$ cat config.mk
export PLATFORM = sky130hd
export DESIGN_NAME = mult_booth_acc
export DESIGN_NICKNAME = d
export VERILOG_FILES = /design/src/rtl/mult_booth_acc.sv
export SDC_FILE = /design/constraint.sdc
export NUM_CORES = 1
export LEC_CHECK = 0
export BUFFER_PORTS_ARGS = -buffer_cell sky130_fd_sc_hd__buf_4
export CAP_MARGIN = 20
export CORE_MARGIN = 2
export CORE_UTILIZATION = 65
export DETAILED_ROUTE_END_ITERATION = 16
export PLACE_DENSITY_LB_ADDON = 0.2
export RECOVER_POWER = 25
export SLEW_MARGIN = 10
export SYNTH_ARGS = -nofsm -noshare
export SYNTH_HDL_FRONTEND = slang
export SYNTH_SLANG_ARGS = --single-unit
$ cat constraint.sdc
create_clock -name clk_i -period 7.8 [get_ports clk_i]
set_clock_uncertainty 0.05 [all_clocks]
set_input_delay 0.39 -clock clk_i [delete_from_list [all_inputs] [get_ports clk_i]]
set_output_delay 0.39 -clock clk_i [all_outputs]
set_load 0.03 [all_outputs]
$ cat src/rtl/mult_booth_acc.sv
// Sequential radix-4 Booth multiply-accumulate unit: one Booth digit (2 multiplier bits) per cycle,
// valid/ready on both sides, optional accumulation and a synchronous flush.
module mult_booth_acc #(
  parameter int ADw   = 8,
  parameter int BDw   = 4,
  parameter int AccEn = 1
) (
  input  logic               clk_i,
  input  logic               rst_i,
  input  logic               flush_i,
  input  logic               in_valid_i,
  output logic               in_ready_o,
  input  logic [1:0]         tc_mode_i,
  input  logic               acc_i,
  input  logic [ADw-1:0]     a_i,
  input  logic [BDw-1:0]     b_i,
  output logic               out_valid_o,
  input  logic               out_ready_i,
  output logic [ADw+BDw-1:0] c_o,
  output logic               busy_o
);

  localparam int PW  = ADw + BDw;
  localparam int BW  = BDw + 1;
  localparam int BWE = BW + (BW % 2);
  localparam int N   = BWE / 2;
  localparam int IW  = (N > 1) ? $clog2(N) : 1;

  localparam logic [1:0] StIdle = 2'd0;
  localparam logic [1:0] StCalc = 2'd1;
  localparam logic [1:0] StDone = 2'd2;

  logic [1:0]     state_q, state_d;
  logic [PW-1:0]  acc_q, acc_d;
  logic [PW-1:0]  prod_q, prod_d;
  logic [PW-1:0]  mcand_q, mcand_d;
  logic [BWE-1:0] mult_q, mult_d;
  logic           prev_q, prev_d;
  logic [IW-1:0]  iter_q, iter_d;
  logic           accMode_q, accMode_d;

  logic           accept;
  logic [ADw:0]   aExt;
  logic [BW-1:0]  bExt;
  logic [2:0]     digit;
  logic [PW-1:0]  ppMag;
  logic [PW-1:0]  ppAdd;
  logic [PW-1:0]  prodNext;

  // All arithmetic is modulo 2^PW; the full product always fits, so no wider datapath is needed.
  assign aExt     = {tc_mode_i[0] & a_i[ADw-1], a_i};
  assign bExt     = {tc_mode_i[1] & b_i[BDw-1], b_i};
  assign digit    = {mult_q[1:0], prev_q};
  assign ppAdd    = digit[2] ? ((~ppMag) + PW'(1)) : ppMag;
  assign prodNext = prod_q + ppAdd;

  assign in_ready_o  = (state_q == StIdle) | ((state_q == StDone) & out_ready_i);
  assign accept      = in_valid_i & in_ready_o & ~flush_i;
  assign out_valid_o = (state_q == StDone);
  assign busy_o      = (state_q == StCalc);
  assign c_o         = acc_q;

  always_comb begin
    ppMag = '0;
    unique case (digit)
      3'b001, 3'b010, 3'b101, 3'b110: ppMag = mcand_q;
      3'b011, 3'b100:                 ppMag = {mcand_q[PW-2:0], 1'b0};
      default:                        ppMag = '0;
    endcase
  end

  always_comb begin
    state_d   = state_q;
    acc_d     = acc_q;
    prod_d    = prod_q;
    mcand_d   = mcand_q;
    mult_d    = mult_q;
    prev_d    = prev_q;
    iter_d    = iter_q;
    accMode_d = accMode_q;

    case (state_q)
      StCalc: begin
        prod_d  = prodNext;
        mcand_d = {mcand_q[PW-3:0], 2'b00};
        mult_d  = {2'b00, mult_q[BWE-1:2]};
        prev_d  = mult_q[1];
        iter_d  = iter_q + IW'(1);
        if (iter_q == IW'(N - 1)) begin
          acc_d   = accMode_q ? (acc_q + prodNext) : prodNext;
          state_d = StDone;
        end
      end
      StDone: begin
        if (out_ready_i) state_d = StIdle;
      end
      default: ;
    endcase

    if (accept) begin
      mcand_d   = PW'($signed(aExt));
      mult_d    = BWE'($signed(bExt));
      prev_d    = 1'b0;
      prod_d    = '0;
      iter_d    = '0;
      accMode_d = (AccEn != 0) ? acc_i : 1'b0;
      state_d   = StCalc;
    end

    // A flush also blocks a completion landing on the same edge, so the accumulator keeps its last value.
    if (flush_i) begin
      state_d = StIdle;
      acc_d   = acc_q;
    end
  end

  always_ff @(posedge clk_i) begin
    if (rst_i) begin
      state_q   <= StIdle;
      acc_q     <= '0;
      prod_q    <= '0;
      mcand_q   <= '0;
      mult_q    <= '0;
      prev_q    <= 1'b0;
      iter_q    <= '0;
      accMode_q <= 1'b0;
    end else begin
      state_q   <= state_d;
      acc_q     <= acc_d;
      prod_q    <= prod_d;
      mcand_q   <= mcand_d;
      mult_q    <= mult_d;
      prev_q    <= prev_d;
      iter_q    <= iter_d;
      accMode_q <= accMode_d;
    end
  end

endmodule

==> flow_summary.toml, run 1 <==
[run_status]
status = "completed"

[min_path]
hold_path_class = "in2reg"
hold_depth = 2
min_from = "flush_i"
min_to = "state_q[1]$_SDFFE_PP0P_"

[synthesis]
synth_edf_count = 0
synth_top_area_share_pct = 26.6
yosys-top-cells-area = "dfxtp_1, ha_1, mux2i_1, a211oi_1, nor2_1"
syn_nets = 474
synth.largest_area_cell = "dfxtp_1"
synth_commonest_cells = "dfxtp_1, nor2_1, mux2i_1, ha_1, nand2_1"
yosysWarnings = 0
syn_inst = 421
synth_seq_area_share_pct = 26.6
synthFlopType = "dfxtp_1"
yosysUniqueCellTypes = 53
synth.most_common_cell = "dfxtp_1"
synth-async-reset-ratio_pct = 0
synth_area_um2 = 3530
syn_avg_cell_area_um2 = 8.39
ys_seq_elements = 47

[worst_setup_path]
startpoint_type = "flop"
critical_path_peak_fanout = 25
worstPathRequired_ns = 8.00
critPathCaptureType = "flop"
worstRegToRegCells = 19
r2r_setup_slack_ns = 2.72
path_class = "reg2reg"
worstReg2RegEnd = "c_o[11]$_SDFFE_PP0P_"
reg2reg_from = "prev_q$_SDFFE_PP0P_"
worstPathArrival_ns = 5.28

[clocking]
cts_hold_repair.buffers = 0
cts.sinks = 47
cts-root-buf = "clkbuf_8"
worstSkewPairLatency_ns = 0.30
cts_buffers = 5
tritoncts = "built"
post-cts-setup-buffers = 0
cts_htree_levels = 2
ctsResizeCount = 0
cts_buffer_depth = 2
clkTransAtPathRegs_ns = 0.09

[routing]
drt-total-wl_um = 7240
routedWlPerCell_um = 14.3
drtAntennaViolNets = 0
dr.pass1.iters = 5
num_vias = 3043
avgViaCountPerCell = 6.00
drt_iter0_markers = 199
drc = 0

[placement]
hpwl_um = 5370
gp_congestion = 0.850
io_buffers = 34

[sta]
post-route-min-period_ns = 5.08
tns_ns = 0
rsz0062_at_grt = "false"
tightest_slew_ns = 0.980
finalHoldViolCount = 0
drv_slew = 0
setup_viol = 0
slew_headroom_pct = 34.7
fin_crit_sh_pct = 65.2
max_freq_mhz = 197

[die]
die_h_um = 77.7
rows = 26
start_util_pct = 68.3
die-area_um2 = 6040
core_area_um2 = 5170
die_x_um = 77.7
ios = 35

[global_routing]
grt_pass1_vias = 2850
gr-total-overflow = 0
antenna_found_initial = 0
grt_pass1_wl_um = 12900
grt_start_max_net_pins = 39
track_usage_pct = 25.6

[layout]
insertedDiodeCount = 0
final_core_util_pct = 73.6
nets = 489
drive_gt1_share_pct = 9.15
syn_to_final_growth_pct = 7.87

[power]
vdd_drop_max_uv = 119
p_per_area_nw_per_um2 = 143
leakagePower_uw = 0.00150

[run]
cap_violations = 0
==> placed cells by master (no fill, tap or decap), types with 12 or more instances in the layout <==
| cell type | instances |
|---|---|
| mux2i_1 | 34 |
| dfxtp_1 | 47 |
| o21ai_0 | 13 |
| clkbuf_1 | 14 |
| a211oi_1 | 27 |
| nor2_1 | 45 |
| nand2_1 | 30 |
| xnor2_1 | 19 |
| buf_4 | 21 |
| inv_1 | 14 |
| nor3_1 | 12 |
| a21oi_1 | 25 |
| ha_1 | 30 |
==> worst max path at each step <==
stage                                 from                    to  depth (start not counted)
floorplan           mult_q[0]$_SDFFE_PP0P_  c_o[10]$_SDFFE_PP0P_                         21
global placement    mult_q[0]$_SDFFE_PP0P_  c_o[11]$_SDFFE_PP0P_                         19
detailed placement  mult_q[0]$_SDFFE_PP0P_  c_o[11]$_SDFFE_PP0P_                         19
CTS                 mult_q[0]$_SDFFE_PP0P_  c_o[11]$_SDFFE_PP0P_                         19
global route        mult_q[0]$_SDFFE_PP0P_  c_o[11]$_SDFFE_PP0P_                         19
finish                 prev_q$_SDFFE_PP0P_  c_o[11]$_SDFFE_PP0P_                         19
==> stage by stage <==
step | cells | power [uW] | setup WS, ns | hold WS [ns] | area, um^2
after detailed placement | 499 | 403 | 2.87 | 0.434 | 3770
final | 507 | 546 | 2.72 | 0.243 | 3810
after global routing | 507 | 579 | 2.40 | 0.246 | 3810
after floorplan | 421 | 374 | 3.13 | 0.410 | 3530
after CTS | 507 | 549 | 2.83 | 0.237 | 3860
after global placement | 499 | 398 | 3.04 | 0.420 | 3770
==> critical path: stages, from the launching register on <==
cell and delay (ns):
dfxtp_1 0.36, inv_1 0.05, ha_1 0.71, a22oi_1 0.24, ha_1 0.33, inv_1 0.06, mux2i_1 0.12, fa_1 0.47
a21o_1 0.17, a21oi_1 0.24, o21bai_1 0.12, nand2_1 0.10, a21oi_1 0.09, o311ai_0 0.71, ha_1 0.40, a21oi_1 0.17
o21a_1 0.18, nor4b_1 0.25, mux2i_1 0.14, nand3_2 0.07
==> layout make-up <==
class,instances,area [um^2]
multi-input cells,333,2430
clock inverters,3,20.0
repair buffers,35,210
clock buffers,5,68.8
flip-flops and latches,47,941
inverters,14,52.6
fillers,403,1360
well taps,70,87.6
==> kinds of logic (layout without fill, tap and decap cells) <==
group | after synthesis | count (layout) | synth area share [%]
fa+ha+maj | 33 | 33 | 12.1
mux | 35 | 35 | 10.1
flops | 47 | 47 | 26.6
xor+xnor | 29 | 29 | 7.41
simple gates | 122 | 122 | 16.1
compound gates | 114 | 114 | 22.9
buf+inv | 41 | 57 | 4.78
==> flip-flops by register name, indices dropped and copies added (netlist names) <==
| name | count |
|---|---|
| accMode_q | 1 |
| state_q | 2 |
| c_o | 12 |
| mcand_q | 12 |
| iter_q | 2 |
| prev_q | 1 |
| mult_q | 5 |
| prod_q | 12 |
==> metal layers <==
layer	track usage, %	vias to the layer above	wire length [um]
met5	0	-	0
met4	6.96	0	66
met3	3.60	8	261
met2	44.7	64	3520
met1	32.9	1408	3390
li1	-	1563	-
==> power breakdown <==
part           leakage (uW)  switching [uW]  internal (uW)  total (uW)
Clock             0.0000402            85.5           62.5         148
Combinational       0.00108            75.1           58.2         133
Sequential         0.000382            15.4            249         265
Total               0.00150             176            370         546
No activity file was read; power rests on OpenSTA's default activity.
==> inputs of run 2 (changes only) <==
--- a/config.mk
+++ b/config.mk
@@ -8,7 +8,7 @@
 export BUFFER_PORTS_ARGS = -buffer_cell sky130_fd_sc_hd__buf_4
 export CAP_MARGIN = 20
 export CORE_MARGIN = 2
-export CORE_UTILIZATION = 65
+export CORE_UTILIZATION = 54
 export DETAILED_ROUTE_END_ITERATION = 16
 export PLACE_DENSITY_LB_ADDON = 0.2
 export RECOVER_POWER = 25
==> constraint.sdc (replaced) <==
create_clock -name clk_i -period 4.2 [get_ports clk_i]
set_clock_uncertainty 0.05 [all_clocks]
set_input_delay 0.21 -clock clk_i [delete_from_list [all_inputs] [get_ports clk_i]]
set_output_delay 0.21 -clock clk_i [all_outputs]
set_load 0.03 [all_outputs]
==> run 2 against run 1 <==
  * Global-route usage is 1.6 points lower
  * Core utilization fell by 3.8 points
  * Largest power group unchanged
  * Sequential share of layout area fell by 3.4 points
  * The run now ends with setup timing left
  * Clock power grew 150%
  * Clock-buffer cell count is 1 higher
  * Highest routed layer unchanged
  * Sequential power rose by 85%
  * Die area grew 19%
  * Combinational power grew to 2.6 times the previous value
  * Cell count grew 9.5%
  * Fmax rose by 19%
==> flow_summary.toml, run 2 (synthesis results as in run 1) <==
[placement]
io_buffers = 34
dp_cells = 533
placed_area_um2 = 4020
hpwl_um = 5990
place_ws_ns = -0.230
gp_congestion = 0.916

[run_status]
status = "finished, violations left"
failed_checks = "setup timing"

[worst_setup_path]
path_class = "reg2reg"
startpoint_type = "flop"
worstRegToRegCells = 22
critPathCaptureType = "flop"
critPathSlowestCell = "dfxtp_2"
worstPathArrival_ns = 4.41
critical_path_peak_fanout = 5
critPathMaxStageDelay_ns = 0.37
worstPathRequired_ns = 4.35
crit_chain = "inv_2 -> ha_4 -> mux2_4 -> a22oi_2 -> ha_2 -> and3_1 -> o211ai_1 -> o21ai_1 -> a21oi_1 -> o211ai_1 -> ha_2 -> buf_4 -> buf_4 -> nand3_1 -> a211o_1 -> o311ai_4 -> ha_1 -> a21oi_1 -> o21a_1 -> nor3_1 -> o21ai_0 -> nand3_2"

[sta]
drv_slew = 0
tightest_slew_ns = 0.875
rsz0062_at_grt = "true"
finalHoldViolCount = 0
post-route-min-period_ns = 4.26
max_freq_mhz = 235
final.setup.worst_slack_ns = -0.0564
fin_crit_sh_pct = 101
setup_viol = 2
slew_headroom_pct = 41.6

[clocking]
cts.sinks = 47
tritoncts = "built"
cts_hold_repair.buffers = 0
cts_buffers = 5
cts_htree_levels = 2
cts-root-buf = "clkbuf_8"
worstSkewPairLatency_ns = 0.31
clkTransAtPathRegs_ns = 0.10
cts_buffer_depth = 2

[global_routing]
grt_pass1_vias = 3049
track_usage_pct = 24.0
gr-total-overflow = 0
antenna_found_initial = 0
grt_pass1_wl_um = 14300
grt_start_max_net_pins = 39

[die]
ios = 35
core_area_um2 = 6350
rows = 29
die_x_um = 84.9
die-area_um2 = 7200
start_util_pct = 55.6
die_h_um = 84.9

[layout]
drive_gt1_share_pct = 25.3
stdcell_count = 555
syn_to_final_growth_pct = 25.6
fin_area_um2 = 4430
insertedDiodeCount = 0
nets = 530
final_common_cell = "buf_4"
final_cell_mix = "buf_4, dfxtp_1, nor2_1"

[min_path]
hold_depth = 2
hold_path_class = "in2reg"

[routing]
drt_iter0_markers = 138
drtAntennaViolNets = 0
avgViaCountPerCell = 5.88
dr.pass1.iters = 5
drc = 0
num_vias = 3262
drt-total-wl_um = 8570
routedWlPerCell_um = 15.4

[power]
p_per_area_nw_per_um2 = 272
leakagePower_uw = 0.00181
vdd_drop_max_uv = 176
total_power_uw = 1210

[run]
cap_violations = 0
## run 2: cell count changes in the layout (fill, tap and decap cells not counted), sizes merged
cell,delta
bufinv,+1
buf,+42
inv,+1
clkinvlp,-2
clkinv,-1
## run 2: cell type report
type,count,area (um^2)
fill,487,1920
clock inverter,2,38.8
inverter,14,52.6
tap,77,96.3
sequential,47,943
multi-input combinational,333,2680
clock buffer,6,82.6
timing repair buffer,76,538
## run 2: worst max-delay path, delay by kind of cell, from the launching register on
family	cells	cell delay, ns
fa+ha+maj	4	1.09
simple gates	4	0.42
flops	1	0.37
mux	1	0.27
compound gates	10	1.60
buf+inv	3	0.35
## run 2: timing repair
action,CTS,global route
resized for setup,22,22
pin swaps,27,20
buffers inserted,10,4
endpoints found under the setup margin,3,5
## run 2: metrics by stage
| stage | hold slack (ns) | utilization [%] | TNS (ns) |
|---|---|---|---|
| floorplan | 0.239 | - | -0.194 |
| finish | 0.0624 | 69.8 | -0.0729 |
| global route | 0.0505 | 69.8 | -0.941 |
| global placement | 0.387 | 63.4 | -0.0244 |
| CTS | 0.0570 | 67.7 | -0.0363 |
| detailed placement | 0.391 | 63.4 | -0.389 |
## run 2: per-layer routing
metal	part of all wire (%)	global-route usage (%)	up-vias	wire length (um)
met5	0	0	-	0
met4	1.0	5.05	0	87
met3	3.3	3.89	12	286
met2	49	41.0	61	4230
met1	46	32.1	1550	3960
li1	-	-	1639	-
## run 2: final timing paths
check / start / endpoint / slack, ns
max: mult_q[0]$_SDFFE_PP0P_ / c_o[11]$_SDFFE_PP0P_ / -0.06
min: flush_i / state_q[0]$_SDFFE_PP0P_ / 0.06
max reg2reg: mult_q[0]$_SDFFE_PP0P_ / c_o[11]$_SDFFE_PP0P_ / -0.06
min reg2reg: iter_q[1]$_SDFFE_PP0P_ / iter_q[1]$_SDFFE_PP0P_ / 0.45
## run 2: where the power goes
group          internal (uW)  total [uW]  switching (uW)
logic                    173         351             178
registers                463         490            27.1
clock network            196         366             170
